`src/rtl/elim_ctrl_if.sv`:
```
// Bundle of the elim_ctrl button, generator, datapath and status signals.
// The slave side is the controller; the master side is whatever drives the controller.
interface elim_ctrl_if;
    logic         btn_up;
    logic         btn_down;
    logic         btn_left;
    logic         btn_right;
    logic         btn_ok;
    logic         btn_new;
    logic         gen_done;
    logic [191:0] gen_board;
    logic [191:0] elim_board;
    logic         elim_done;
    logic         gen_req;
    logic [3:0]   cursor_x;
    logic [3:0]   cursor_y;
    logic         confirm;
    logic [191:0] board;
    logic [6:0]   score;
    logic [5:0]   moves_left;
    logic         busy;
    logic         game_over;

    modport master (
        output btn_up, btn_down, btn_left, btn_right, btn_ok, btn_new,
        output gen_done, gen_board, elim_board, elim_done,
        input  gen_req, cursor_x, cursor_y, confirm, board, score,
        input  moves_left, busy, game_over
    );

    modport slave (
        input  btn_up, btn_down, btn_left, btn_right, btn_ok, btn_new,
        input  gen_done, gen_board, elim_board, elim_done,
        output gen_req, cursor_x, cursor_y, confirm, board, score,
        output moves_left, busy, game_over
    );
endinterface

```
`src/rtl/elim_ctrl.sv`:
```
// Round/move sequencer for a cell-elimination game: cursor, confirm handshake, scoring.
// Define ELIM_CTRL_CURSOR_WRAP_EN to make the cursor wrap at the board edges instead of saturating.
//
// state  | meaning
// IDLE   | no round, waiting for btn_new
// GEN    | waiting for the board generator
// PLAY   | cursor moves and btn_ok accepted
// ARM    | confirm low one cycle, datapath samples marks
// FIRE   | confirm high one cycle
// WAIT   | waiting for elim_done, bounded by ELIM_TIMEOUT
// COMMIT | load eliminated board, score, spend a move
// OVER   | round finished, only btn_new accepted
module elim_ctrl #(
    parameter int MAX_MOVES    = 20,
    parameter int ELIM_TIMEOUT = 4
) (
    input logic        clk,
    input logic        rst_n,
    elim_ctrl_if.slave bus_io
);

    typedef enum logic [2:0] {
        S_IDLE, S_GEN, S_PLAY, S_ARM, S_FIRE, S_WAIT, S_COMMIT, S_OVER
    } state_t;

    state_t         state_q, state_d;
    logic [191:0]   board_q, board_d;
    logic [6:0]     score_q, score_d;
    logic [5:0]     moves_q, moves_d;
    logic [3:0]     cur_x_q, cur_x_d;
    logic [3:0]     cur_y_q, cur_y_d;
    logic [3:0]     cnt_q, cnt_d;
    logic           gen_req_q, gen_req_d;
    logic           confirm_q, confirm_d;
    logic           busy_q, busy_d;
    logic           game_over_q, game_over_d;

    logic [7:0]     cell_idx;
    logic [9:0]     cell_base;
    logic           cell_nz;
    logic [6:0]     cleared;
    logic [7:0]     score_sum;
    logic [5:0]     moves_dec;

    function automatic logic [3:0] cur_inc(input logic [3:0] v);
`ifdef ELIM_CTRL_CURSOR_WRAP_EN
        return (v >= 4'd7) ? 4'd0 : v + 4'd1;
`else
        return (v >= 4'd7) ? 4'd7 : v + 4'd1;
`endif
    endfunction

    function automatic logic [3:0] cur_dec(input logic [3:0] v);
`ifdef ELIM_CTRL_CURSOR_WRAP_EN
        return (v == 4'd0) ? 4'd7 : v - 4'd1;
`else
        return (v == 4'd0) ? 4'd0 : v - 4'd1;
`endif
    endfunction

    assign cell_idx  = {1'b0, cur_x_q, 3'b000} + {4'b0000, cur_y_q};
    assign cell_base = 10'(cell_idx) * 10'd3;
    assign cell_nz   = (board_q[cell_base +: 3] != 3'd0);
    assign moves_dec = moves_q - 6'd1;
    assign score_sum = {1'b0, score_q} + {1'b0, cleared};

    always_comb begin
        cleared = '0;
        for (int i = 0; i < 64; i++) begin
            if ((board_q[i*3 +: 3] != 3'd0) && (bus_io.elim_board[i*3 +: 3] == 3'd0))
                cleared = cleared + 7'd1;
        end
    end

    always_ff @(posedge clk or negedge rst_n) begin
        if (!rst_n) begin
            state_q     <= S_IDLE;
            gen_req_q   <= 1'b0;
            confirm_q   <= 1'b0;
            busy_q      <= 1'b0;
            game_over_q <= 1'b0;
        end else begin
            state_q     <= state_d;
            gen_req_q   <= gen_req_d;
            confirm_q   <= confirm_d;
            busy_q      <= busy_d;
            game_over_q <= game_over_d;
        end
    end

    // btn_new is tested before btn_ok so a new-round request always wins in PLAY.
    always_comb begin
        state_d = state_q;
        case (state_q)
            S_IDLE:   if (bus_io.btn_new) state_d = S_GEN;
            S_GEN:    if (bus_io.gen_done) state_d = S_PLAY;
            S_PLAY: begin
                if (bus_io.btn_new)                state_d = S_GEN;
                else if (bus_io.btn_ok && cell_nz) state_d = S_ARM;
            end
            S_ARM:    state_d = S_FIRE;
            S_FIRE:   state_d = S_WAIT;
            S_WAIT: begin
                if (bus_io.elim_done)                     state_d = S_COMMIT;
                else if (cnt_q == 4'(ELIM_TIMEOUT - 1))   state_d = S_PLAY;
            end
            S_COMMIT: state_d = (moves_dec == 6'd0) ? S_OVER : S_PLAY;
            S_OVER:   if (bus_io.btn_new) state_d = S_GEN;
            default:  state_d = S_IDLE;
        endcase
    end

    // Outputs are decoded from the next state and registered, so they line up with state_q.
    always_comb begin
        gen_req_d   = (state_d == S_GEN) && (state_q != S_GEN);
        confirm_d   = (state_d == S_FIRE);
        busy_d      = (state_d != S_PLAY) && (state_d != S_OVER);
        game_over_d = (state_d == S_OVER);
    end

    always_comb begin
        board_d = board_q;
        score_d = score_q;
        moves_d = moves_q;
        cur_x_d = cur_x_q;
        cur_y_d = cur_y_q;
        cnt_d   = cnt_q;
        case (state_q)
            S_GEN: begin
                if (bus_io.gen_done) begin
                    board_d = bus_io.gen_board;
                    score_d = 7'd0;
                    moves_d = 6'(MAX_MOVES);
                    cur_x_d = 4'd0;
                    cur_y_d = 4'd0;
                end
            end
            S_PLAY: begin
                if (bus_io.btn_up)         cur_x_d = cur_dec(cur_x_q);
                else if (bus_io.btn_down)  cur_x_d = cur_inc(cur_x_q);
                else if (bus_io.btn_left)  cur_y_d = cur_dec(cur_y_q);
                else if (bus_io.btn_right) cur_y_d = cur_inc(cur_y_q);
            end
            S_FIRE: cnt_d = 4'd0;
            S_WAIT: cnt_d = cnt_q + 4'd1;
            S_COMMIT: begin
                board_d = bus_io.elim_board;
                score_d = (score_sum > 8'd99) ? 7'd99 : score_sum[6:0];
                moves_d = moves_dec;
            end
            default: ;
        endcase
    end

    always_ff @(posedge clk or negedge rst_n) begin
        if (!rst_n) begin
            board_q <= '0;
            score_q <= '0;
            moves_q <= '0;
            cur_x_q <= '0;
            cur_y_q <= '0;
            cnt_q   <= '0;
        end else begin
            board_q <= board_d;
            score_q <= score_d;
            moves_q <= moves_d;
            cur_x_q <= cur_x_d;
            cur_y_q <= cur_y_d;
            cnt_q   <= cnt_d;
        end
    end

    assign bus_io.gen_req    = gen_req_q;
    assign bus_io.confirm    = confirm_q;
    assign bus_io.busy       = busy_q;
    assign bus_io.game_over  = game_over_q;
    assign bus_io.board      = board_q;
    assign bus_io.score      = score_q;
    assign bus_io.moves_left = moves_q;
    assign bus_io.cursor_x   = cur_x_q;
    assign bus_io.cursor_y   = cur_y_q;

endmodule

```
`src/flat_wrapper.sv`:
```
// flat-port wrapper written by rule: the top's interface ports become plain ports
module elim_ctrl_flat 
#(
    parameter int MAX_MOVES    = 20,
    parameter int ELIM_TIMEOUT = 4
)
  (clk, rst_n, bus_io_btn_up, bus_io_btn_down, bus_io_btn_left, bus_io_btn_right, bus_io_btn_ok, bus_io_btn_new, bus_io_gen_done, bus_io_gen_board, bus_io_elim_board, bus_io_elim_done, bus_io_gen_req, bus_io_cursor_x, bus_io_cursor_y, bus_io_confirm, bus_io_board, bus_io_score, bus_io_moves_left, bus_io_busy, bus_io_game_over);
  elim_ctrl_if bus_io_i ();
  input logic clk;
  input logic rst_n;
  input wire logic [$bits(bus_io_i.btn_up)-1:0] bus_io_btn_up;
  input wire logic [$bits(bus_io_i.btn_down)-1:0] bus_io_btn_down;
  input wire logic [$bits(bus_io_i.btn_left)-1:0] bus_io_btn_left;
  input wire logic [$bits(bus_io_i.btn_right)-1:0] bus_io_btn_right;
  input wire logic [$bits(bus_io_i.btn_ok)-1:0] bus_io_btn_ok;
  input wire logic [$bits(bus_io_i.btn_new)-1:0] bus_io_btn_new;
  input wire logic [$bits(bus_io_i.gen_done)-1:0] bus_io_gen_done;
  input wire logic [$bits(bus_io_i.gen_board)-1:0] bus_io_gen_board;
  input wire logic [$bits(bus_io_i.elim_board)-1:0] bus_io_elim_board;
  input wire logic [$bits(bus_io_i.elim_done)-1:0] bus_io_elim_done;
  output wire logic [$bits(bus_io_i.gen_req)-1:0] bus_io_gen_req;
  output wire logic [$bits(bus_io_i.cursor_x)-1:0] bus_io_cursor_x;
  output wire logic [$bits(bus_io_i.cursor_y)-1:0] bus_io_cursor_y;
  output wire logic [$bits(bus_io_i.confirm)-1:0] bus_io_confirm;
  output wire logic [$bits(bus_io_i.board)-1:0] bus_io_board;
  output wire logic [$bits(bus_io_i.score)-1:0] bus_io_score;
  output wire logic [$bits(bus_io_i.moves_left)-1:0] bus_io_moves_left;
  output wire logic [$bits(bus_io_i.busy)-1:0] bus_io_busy;
  output wire logic [$bits(bus_io_i.game_over)-1:0] bus_io_game_over;
  assign bus_io_i.btn_up = bus_io_btn_up;
  assign bus_io_i.btn_down = bus_io_btn_down;
  assign bus_io_i.btn_left = bus_io_btn_left;
  assign bus_io_i.btn_right = bus_io_btn_right;
  assign bus_io_i.btn_ok = bus_io_btn_ok;
  assign bus_io_i.btn_new = bus_io_btn_new;
  assign bus_io_i.gen_done = bus_io_gen_done;
  assign bus_io_i.gen_board = bus_io_gen_board;
  assign bus_io_i.elim_board = bus_io_elim_board;
  assign bus_io_i.elim_done = bus_io_elim_done;
  assign bus_io_gen_req = bus_io_i.gen_req;
  assign bus_io_cursor_x = bus_io_i.cursor_x;
  assign bus_io_cursor_y = bus_io_i.cursor_y;
  assign bus_io_confirm = bus_io_i.confirm;
  assign bus_io_board = bus_io_i.board;
  assign bus_io_score = bus_io_i.score;
  assign bus_io_moves_left = bus_io_i.moves_left;
  assign bus_io_busy = bus_io_i.busy;
  assign bus_io_game_over = bus_io_i.game_over;
  elim_ctrl #(.MAX_MOVES(MAX_MOVES), .ELIM_TIMEOUT(ELIM_TIMEOUT)) u_core (.clk(clk), .rst_n(rst_n), .bus_io(bus_io_i));
endmodule
```
`config.mk`:
```
export PLATFORM = sky130hd
export DESIGN_NAME = elim_ctrl_flat
export DESIGN_NICKNAME = d
export VERILOG_FILES = /design/src/rtl/elim_ctrl_if.sv /design/src/rtl/elim_ctrl.sv /design/src/flat_wrapper.sv
export SDC_FILE = /design/constraint.sdc
export NUM_CORES = 1
export LEC_CHECK = 0
export CAP_MARGIN = 10
export CORE_MARGIN = 3
export CORE_UTILIZATION = 35
export DETAILED_ROUTE_END_ITERATION = 12
export PLACE_DENSITY_LB_ADDON = 0.15
export SETUP_SLACK_MARGIN = 0.02
export SKIP_CTS_REPAIR_TIMING = 1
export SLEW_MARGIN = 20
export SYNTH_ARGS = -nofsm -noshare
export SYNTH_HDL_FRONTEND = slang
export SYNTH_SLANG_ARGS = --single-unit
```
`constraint.sdc`:
```
create_clock -name clk -period 45 [get_ports clk]
set_input_delay 9 -clock clk [delete_from_list [all_inputs] [get_ports clk]]
set_output_delay 9 -clock clk [all_outputs]
set_load 0.05 [all_outputs]
```
# == After elaboration in Yosys (flattened, before gate mapping) ==
# Cells that the tools add are included.
# W data, S select, Z words.
# classes
muxes,93
shifts,1
eq_ne,19
mul,1
n_addsub,71
n_reduce_logical,207
n_lt_le_gt_ge,3
# ops
op,n
$mux W7,65
$add A7 B1 Y7 const B,62
$pmux W192 S2,1
$logic_not A3 Y1,65
$reduce_bool A3 Y1,65
$mux W192,1
$shiftx A192 B11 Y3,1
$logic_and A1 B1 Y1,67
$mux W4,11
$pmux W4 S2,3
$mux W3,7
$pmux W3 S7,1
$eq A3 B3 Y1 const B,6
$pmux W7 S2,1
$add A4 B1 Y4 const B,3
$pmux W6 S2,1
$mul A8 B2 Y10 const B,1
$ne A3 B3 Y1 const B,3
$add A7 B4 Y8,1
$add A7 B7 Y8,1
$ge A4 B3 Y1 const B,2
$gt A8 B7 Y1 const B,1
$logic_not A4 Y1,2
$sub A4 B1 Y4 const B,2
16 further kinds,22
# word_totals
ff_bits,224
elab_cells,406
out_inout_bits,217

# == Depth between registers and ports, before layout ==
# Gate-level depths: netlist of run 1.
# depth
depth_word,133
mapped_depth,190
mapped_depth_nobuf,189

# == Least setup slack after synthesis of run 1 ==
# Ideal clock, no wire load.
# synth_path
kind,input-to-reg
start,input port bus_io_elim_board[4]
end,register u_core.score_q[0] (netlist: u_core.bus_io.score[0])
setup_ps,124
slack_ps,4644
t_required_ps,44876
path_stages,186
n_path_buf,0
arrival_time_ps,40232
cell_sequence,or4_1 > inv_1 > ha_1 > or3_4 > nand2_1 > ha_1 > nand3_1 > o31ai_1 > ha_1 > nor2_1 > a31oi_1 > ha_1 > nand2b_1 > nor4_1 > mux2_2 > o21bai_1 > xnor2_1 > a21boi_0 > (+150 left out) > ha_1 > inv_1 > mux2i_1 > ha_1 > mux2_2 > ha_1 > mux2_2 > ha_1 > mux2_2 > ha_1 > a21o_1 > a21oi_1 > o21bai_1 > a21oi_1 > o21bai_1 > a211oi_1 > o31a_1 > a21oi_1
# synth_between
elab_chain_len,131
# synth_lines
item,line,text
"start, declared",flat_wrapper.sv:19,input wire logic [$bits(bus_io_i.elim_board)-1:0] bus_io_elim_board;
$logic_not A3 Y1 (*),elim_ctrl.sv:70,if ((board_q[i*3 +: 3] != 3'd0) && (bus_io.elim_board[i*3 +: 3] == 3'd0))
$logic_and A1 B1 Y1 (*),elim_ctrl.sv:70,
$mux W7 (*),elim_ctrl.sv:70,
$add A7 B1 Y7,elim_ctrl.sv:71,cleared = cleared + 7'd1;
$mux W7 (*),elim_ctrl.sv:70,
$add A7 B1 Y7,elim_ctrl.sv:71,
$mux W7 (*),elim_ctrl.sv:70,
$add A7 B1 Y7,elim_ctrl.sv:71,
(+115 left out),--,
$add A7 B1 Y7,elim_ctrl.sv:71,
$mux W7 (*),elim_ctrl.sv:70,
$add A7 B1 Y7,elim_ctrl.sv:71,
$mux W7 (*),elim_ctrl.sv:70,
$add A7 B7 Y8 (*),elim_ctrl.sv:65,"assign score_sum = {1'b0, score_q} + {1'b0, cleared};"
$gt A8 B7 Y1,elim_ctrl.sv:148,score_d = (score_sum > 8'd99) ? 7'd99 : score_sum[6:0];
$mux W7 (*),elim_ctrl.sv:148,
$pmux W7 S2 (*),elim_ctrl.sv:128,case (state_q)
"end signal, assigned",elim_ctrl.sv:165,score_q <= score_d;
"end, declared",elim_ctrl.sv:28,"logic [6:0] score_q, score_d;"
# Mark *: on every way between the ends. The rest lies on a longest branch, timed or not.
# A chain may end at the register's enable or synchronous reset.

# == Final worst setup path of run 1 ==
# layout_path
start,input port bus_io_elim_board[4]
end,register u_core.score_q[3] (netlist: u_core.bus_io.score[3])
# Same word-level chain as after synthesis.

==> flow_summary.ini, run 1 <==
[run_status]
status = finished clean

[critical_path]
critPathKind = in2reg
cpPeakStageDelay_ns = 0.57
end_kind = flop
worstPathArrival_ns = 42.98
worstPathRequired_ns = 45.47
crit_top_cell = ha_1
path_max_fanout = 11
cp-start-kind = input port
cp_slowest_cell = or4_4

[die]
io-pin-count = 611
num_rows = 95
start_util = 0.3541
fp.dieW_um = 267.1
die_area_um2 = 71360
core_area_um2 = 67400
dieHeight_um = 267.1

[yosys]
synth_ff_type = dfrtp_1
ys_warn_count = 0
yosysTopAreaCellShare = 0.2349
synthTopCellsByCount = nand2_1, nor2_1, dfrtp_1, a31oi_1, xnor2_1
ys_seq_area_frac = 0.2349
yosysMostFrequentCell = nand2_1
synthTopCellsByArea = dfrtp_1, nand2_1, xnor2_1, nor2_1, a31oi_1
synth_cells = 3135
synth-seq-cells = 224
syn-num-nets = 3611
ys_types = 102
async_flop_share = 1.000
yosysTopAreaCell = dfrtp_1
synth_area_um2 = 23870
synth_area_per_cell_um2 = 7.613
synth-edff-count = 0

[clock_network]
clockRootBuffer = clkbuf_16
htreeDepth = 1
cts_tree = yes
worstSkewPairLatency_ns = 0.58
path_clk_slew_ns = 0.06
numCtsBuffers = 28
cts.sinks = 224
clock_tree.buffer_depth = 3

[placement]
dp_hpwl_um = 66950
place_area_um2 = 30870
dp.cells = 4511
io_buffers = 610
gp_congestion = 0.8883

[routing]
wire_per_inst_um = 18.75
dr_total_vias = 24540
drtIter0Drc = 1571
drt_wl_total_um = 85700
ant_nets = 0
first_pass_iters = 5
drc = 0
vias_per_cell = 5.370

[timing]
setup_viol = 0
hold_violations = 0
skew_ns = 0.02108
finalCritPeriodShare = 0.9447
fin_crit_ns = 42.51
drv_slew = 0
worstMarginPinSlew_ns = 1.136
clock.fmax_mhz = 23.52
max_slew_margin = 0.2364

[worst_hold_path]
hp-class = reg2reg

[global_route]
track_usage = 0.2283
grt_max_degree = 103
grt_pass1_vias = 23410
grt_overflow_total = 0
grt_pass1_wl_um = 131800
antenna_found_initial = 4

[finish]
fillers = 6721
synthToLayoutAreaGrowth_pct = 33.96
final_nets = 4152
drive_above_1_share = 0.07013
fin_cells = 4570
design_area_um2 = 31970

[flow_run]
max-cap-violations = 0
-- routing by layer --
layer  wire [µm]  GRT usage  up-vias
li1            -          -    12220
met1       38180     0.3042    11570
met2       40630     0.3860      654
met3        4715    0.03647       94
met4        2169    0.05794        0
met5           0          0        -
-- logic make-up (layout without fill, tap and decap cells) --
family / Yosys count / in the layout / share of synthesized area
other: 0 / 4 / 0
multiplexers: 69 / 69 / 0.04047
AND/OR/NAND/NOR: 1485 / 1485 / 0.2789
AO/OA/AOI/OAI: 669 / 669 / 0.1798
buffers and inverters: 225 / 783 / 0.03612
XOR/XNOR: 380 / 380 / 0.1862
adder cells (fa/ha/maj): 83 / 83 / 0.04372
flip-flops: 224 / 224 / 0.2349
-- path summary, 6_finish.rpt --
kind                                       endpoint                    from  slack [ns]  cells after the start
max in group asynchronous   u_core.bus_io.board[69]                   rst_n       35.03                      2
hold / removal                      u_core.cnt_q[1]         u_core.cnt_q[1]        0.51                      2
setup reg to reg             u_core.bus_io.score[3]  u_core.bus_io.board[4]       10.94                    189
hold reg to reg                     u_core.cnt_q[1]         u_core.cnt_q[1]        0.51                      2
setup / recovery             u_core.bus_io.score[3]    bus_io_elim_board[4]        2.49                    189
min in group asynchronous  u_core.bus_io.board[182]                   rst_n        8.47                      1
-- layout make-up --
class / count / area [µm²] / share of cell area
multi-input cells: 2686 / 17630 / 0.5515
repair buffers: 653 / 6434 / 0.2012
flip-flops and latches: 224 / 5608 / 0.1754
well taps: 873 / 1092 / 0.03416
clock buffers: 41 / 799.5 / 0.02501
inverters: 83 / 312.8 / 0.009783
clock inverters: 6 / 82.58 / 0.002583
diodes: 4 / 10.01 / 0.0003131
-- through the flow --
stage | utilization | TNS [ns] | worst slack [ns] | hold WS, ns
floorplan | - | 0 | 4.644 | 0.4759
global placement | 0.4581 | 0 | 1.969 | 0.5024
detailed placement | 0.4581 | 0 | 0.9472 | 0.5018
CTS | 0.4712 | 0 | 1.509 | 0.5107
global route | 0.4744 | -0.3656 | -0.09353 | 0.5446
finish | 0.4744 | 0 | 2.487 | 0.5137
-- placed cells by master, fill, tap and decap left out, drive strengths merged, types with 50 or more instances in the layout --
master / Yosys / final
nand2: 610 / 610
ha: 81 / 81
a21oi: 137 / 137
nor3: 147 / 147
a31oi: 219 / 219
nor2: 378 / 378
nor4: 50 / 50
nand3: 81 / 81
xnor2: 243 / 243
dfrtp: 224 / 224
inv: 80 / 80
clkdlybuf4s50: 0 / 609
xor2: 110 / 110
o21ai: 106 / 106
-- state kept, by name, summed over array words and instances (netlist names) --
register / flops
u_core.bus_io.score: 7
u_core.bus_io.gen_req: 1
u_core.bus_io.cursor_y: 4
u_core.cnt_q: 4
u_core.bus_io.cursor_x: 4
u_core.bus_io.moves_left: 6
u_core.bus_io.board: 192
u_core.bus_io.game_over: 1
u_core.bus_io.busy: 1
u_core.bus_io.confirm: 1
u_core.state_q: 3
-- worst max-delay path: cells and delay by family --
kind	cells	cell delay [ns]
compound gates	62	10.09
xor+xnor	26	4.69
fa+ha+maj	35	10.01
buf+inv	10	1.07
mux	12	2.62
simple gates	44	5.49
Power of run 1 is left out: the tool's default activity adds up to more than one toggle a clock period on the data nets, which glitch-free logic cannot reach.
==> run 2, diff against run 1 <==
--- a/config.mk
+++ b/config.mk
@@ -6,7 +6,7 @@
 export NUM_CORES = 1
 export LEC_CHECK = 0
 export CAP_MARGIN = 10
-export CORE_MARGIN = 3
+export CORE_MARGIN = 2
 export CORE_UTILIZATION = 35
 export DETAILED_ROUTE_END_ITERATION = 12
 export PLACE_DENSITY_LB_ADDON = 0.15
==> flow_summary.ini, run 2 (synthesis results as in run 1) <==
[clock_network]
numCtsBuffers = 28
worstSkewPairLatency_ns = 0.59
cts_tree = yes
htreeDepth = 1
cts.sinks = 224
clock_tree.buffer_depth = 3
path_clk_slew_ns = 0.06
clockRootBuffer = clkbuf_16

[routing]
wire_per_inst_um = 18.67
first_pass_iters = 6
drt_wl_total_um = 85360
drtIter0Drc = 1494
dr_total_vias = 24350
drc = 0
vias_per_cell = 5.325
ant_nets = 0

[die]
die_area_um2 = 70300
fp.dieW_um = 265.1
dieHeight_um = 265.1
start_util = 0.3541
io-pin-count = 611
core_area_um2 = 67400
num_rows = 95

[global_route]
antenna_found_initial = 5
grt_overflow_total = 0
grt_pass1_vias = 23320
grt_max_degree = 107
track_usage = 0.2329
grt_pass1_wl_um = 132200

[critical_path]
worstPathRequired_ns = 45.52
reg2reg_setup_slack_ns = 11.00
crit_top_cell = ha_1
path_buf_inv = 8
critPathKind = in2reg
path_delay_family = adder cells
end_kind = flop
worstPathArrival_ns = 42.98
cpPeakStageDelay_ns = 0.57
path_max_fanout = 11
cp_slowest_cell = or4_4
cp-start-kind = input port

[run_status]
status = finished clean

[finish]
fin_cells = 4573
final_nets = 4151
largest_reg_flops = 192
synthToLayoutAreaGrowth_pct = 34.44
final_util = 0.4761
drive_above_1_share = 0.07276
final_cell_mix = nand2_1, clkdlybuf4s50_1, nor2_1

[placement]
gp_congestion = 0.8937
dp.cells = 4509
dp_hpwl_um = 66590
io_buffers = 610

[timing]
drv_slew = 0
skew_ns = 0.02903
setup_viol = 0
worstMarginPinSlew_ns = 1.160
max_slew_margin = 0.2193
hold_violations = 0
hold_slack_ns = 0.5109
fin_crit_ns = 42.46
clock.fmax_mhz = 23.55
finalCritPeriodShare = 0.9435

[worst_hold_path]
hp-class = reg2reg

[flow_run]
max-cap-violations = 0
## run 2: changes by cell type in the layout (fill, tap and decap cells not counted), sizes merged
cell / change
clkinv: +1
bufinv: +2
diode: -1
buf: -1
clkinvlp: -1
clkbuf: +3
## run 2: final cells by class
cell class | instances | area [µm²]
clock inverters | 8 | 130.1
multi-input cells | 2686 | 17670
diodes | 3 | 7.507
fillers | 6660 | 35310
repair buffers | 652 | 6426
well taps | 873 | 1092
inverters | 83 | 312.8
clock buffers | 44 | 840.8
flip-flops and latches | 224 | 5608
## run 2: tightest hold or removal path, delay by kind of cell, from the launching register on
kind	cells	cell delay [ns]
simple gates	1	0.05
compound gates	1	0.06
flops	1	0.36
## run 2: stage by stage
step / worst slack [ns] / cell area (µm²) / TNS (ns)
3_5_place_dp: 0.9438 / 30860 / 0
3_3_place_gp: 1.937 / 30860 / 0
5_1_grt: -0.1160 / 32080 / -0.4930
2_1_floorplan: 4.644 / 23870 / 0
6_report: 2.541 / 32090 / 0
4_1_cts: 1.412 / 31830 / 0
## run 2: metal layers
metal | share of wire | wire length [µm] | global-route usage | vias to the layer above
met5 | 0.00029 | 25 | 0 | -
met4 | 0.026 | 2180 | 0.06413 | 4
met3 | 0.062 | 5258 | 0.04379 | 111
met2 | 0.48 | 40690 | 0.3933 | 675
met1 | 0.44 | 37210 | 0.3039 | 11360
li1 | - | - | - | 12210
## run 2: path summary, 6_finish.rpt
kind,startpoint,to,cells past startpoint
max,bus_io_elim_board[4],u_core.bus_io.score[4],188
min,u_core.cnt_q[1],u_core.cnt_q[1],2
max reg2reg,u_core.bus_io.board[4],u_core.bus_io.score[4],188
min reg2reg,u_core.cnt_q[1],u_core.cnt_q[1],2
max in group asynchronous,rst_n,u_core.bus_io.board[84],2
min in group asynchronous,rst_n,u_core.bus_io.board[178],1
Power of run 2 is left out for the same reason.
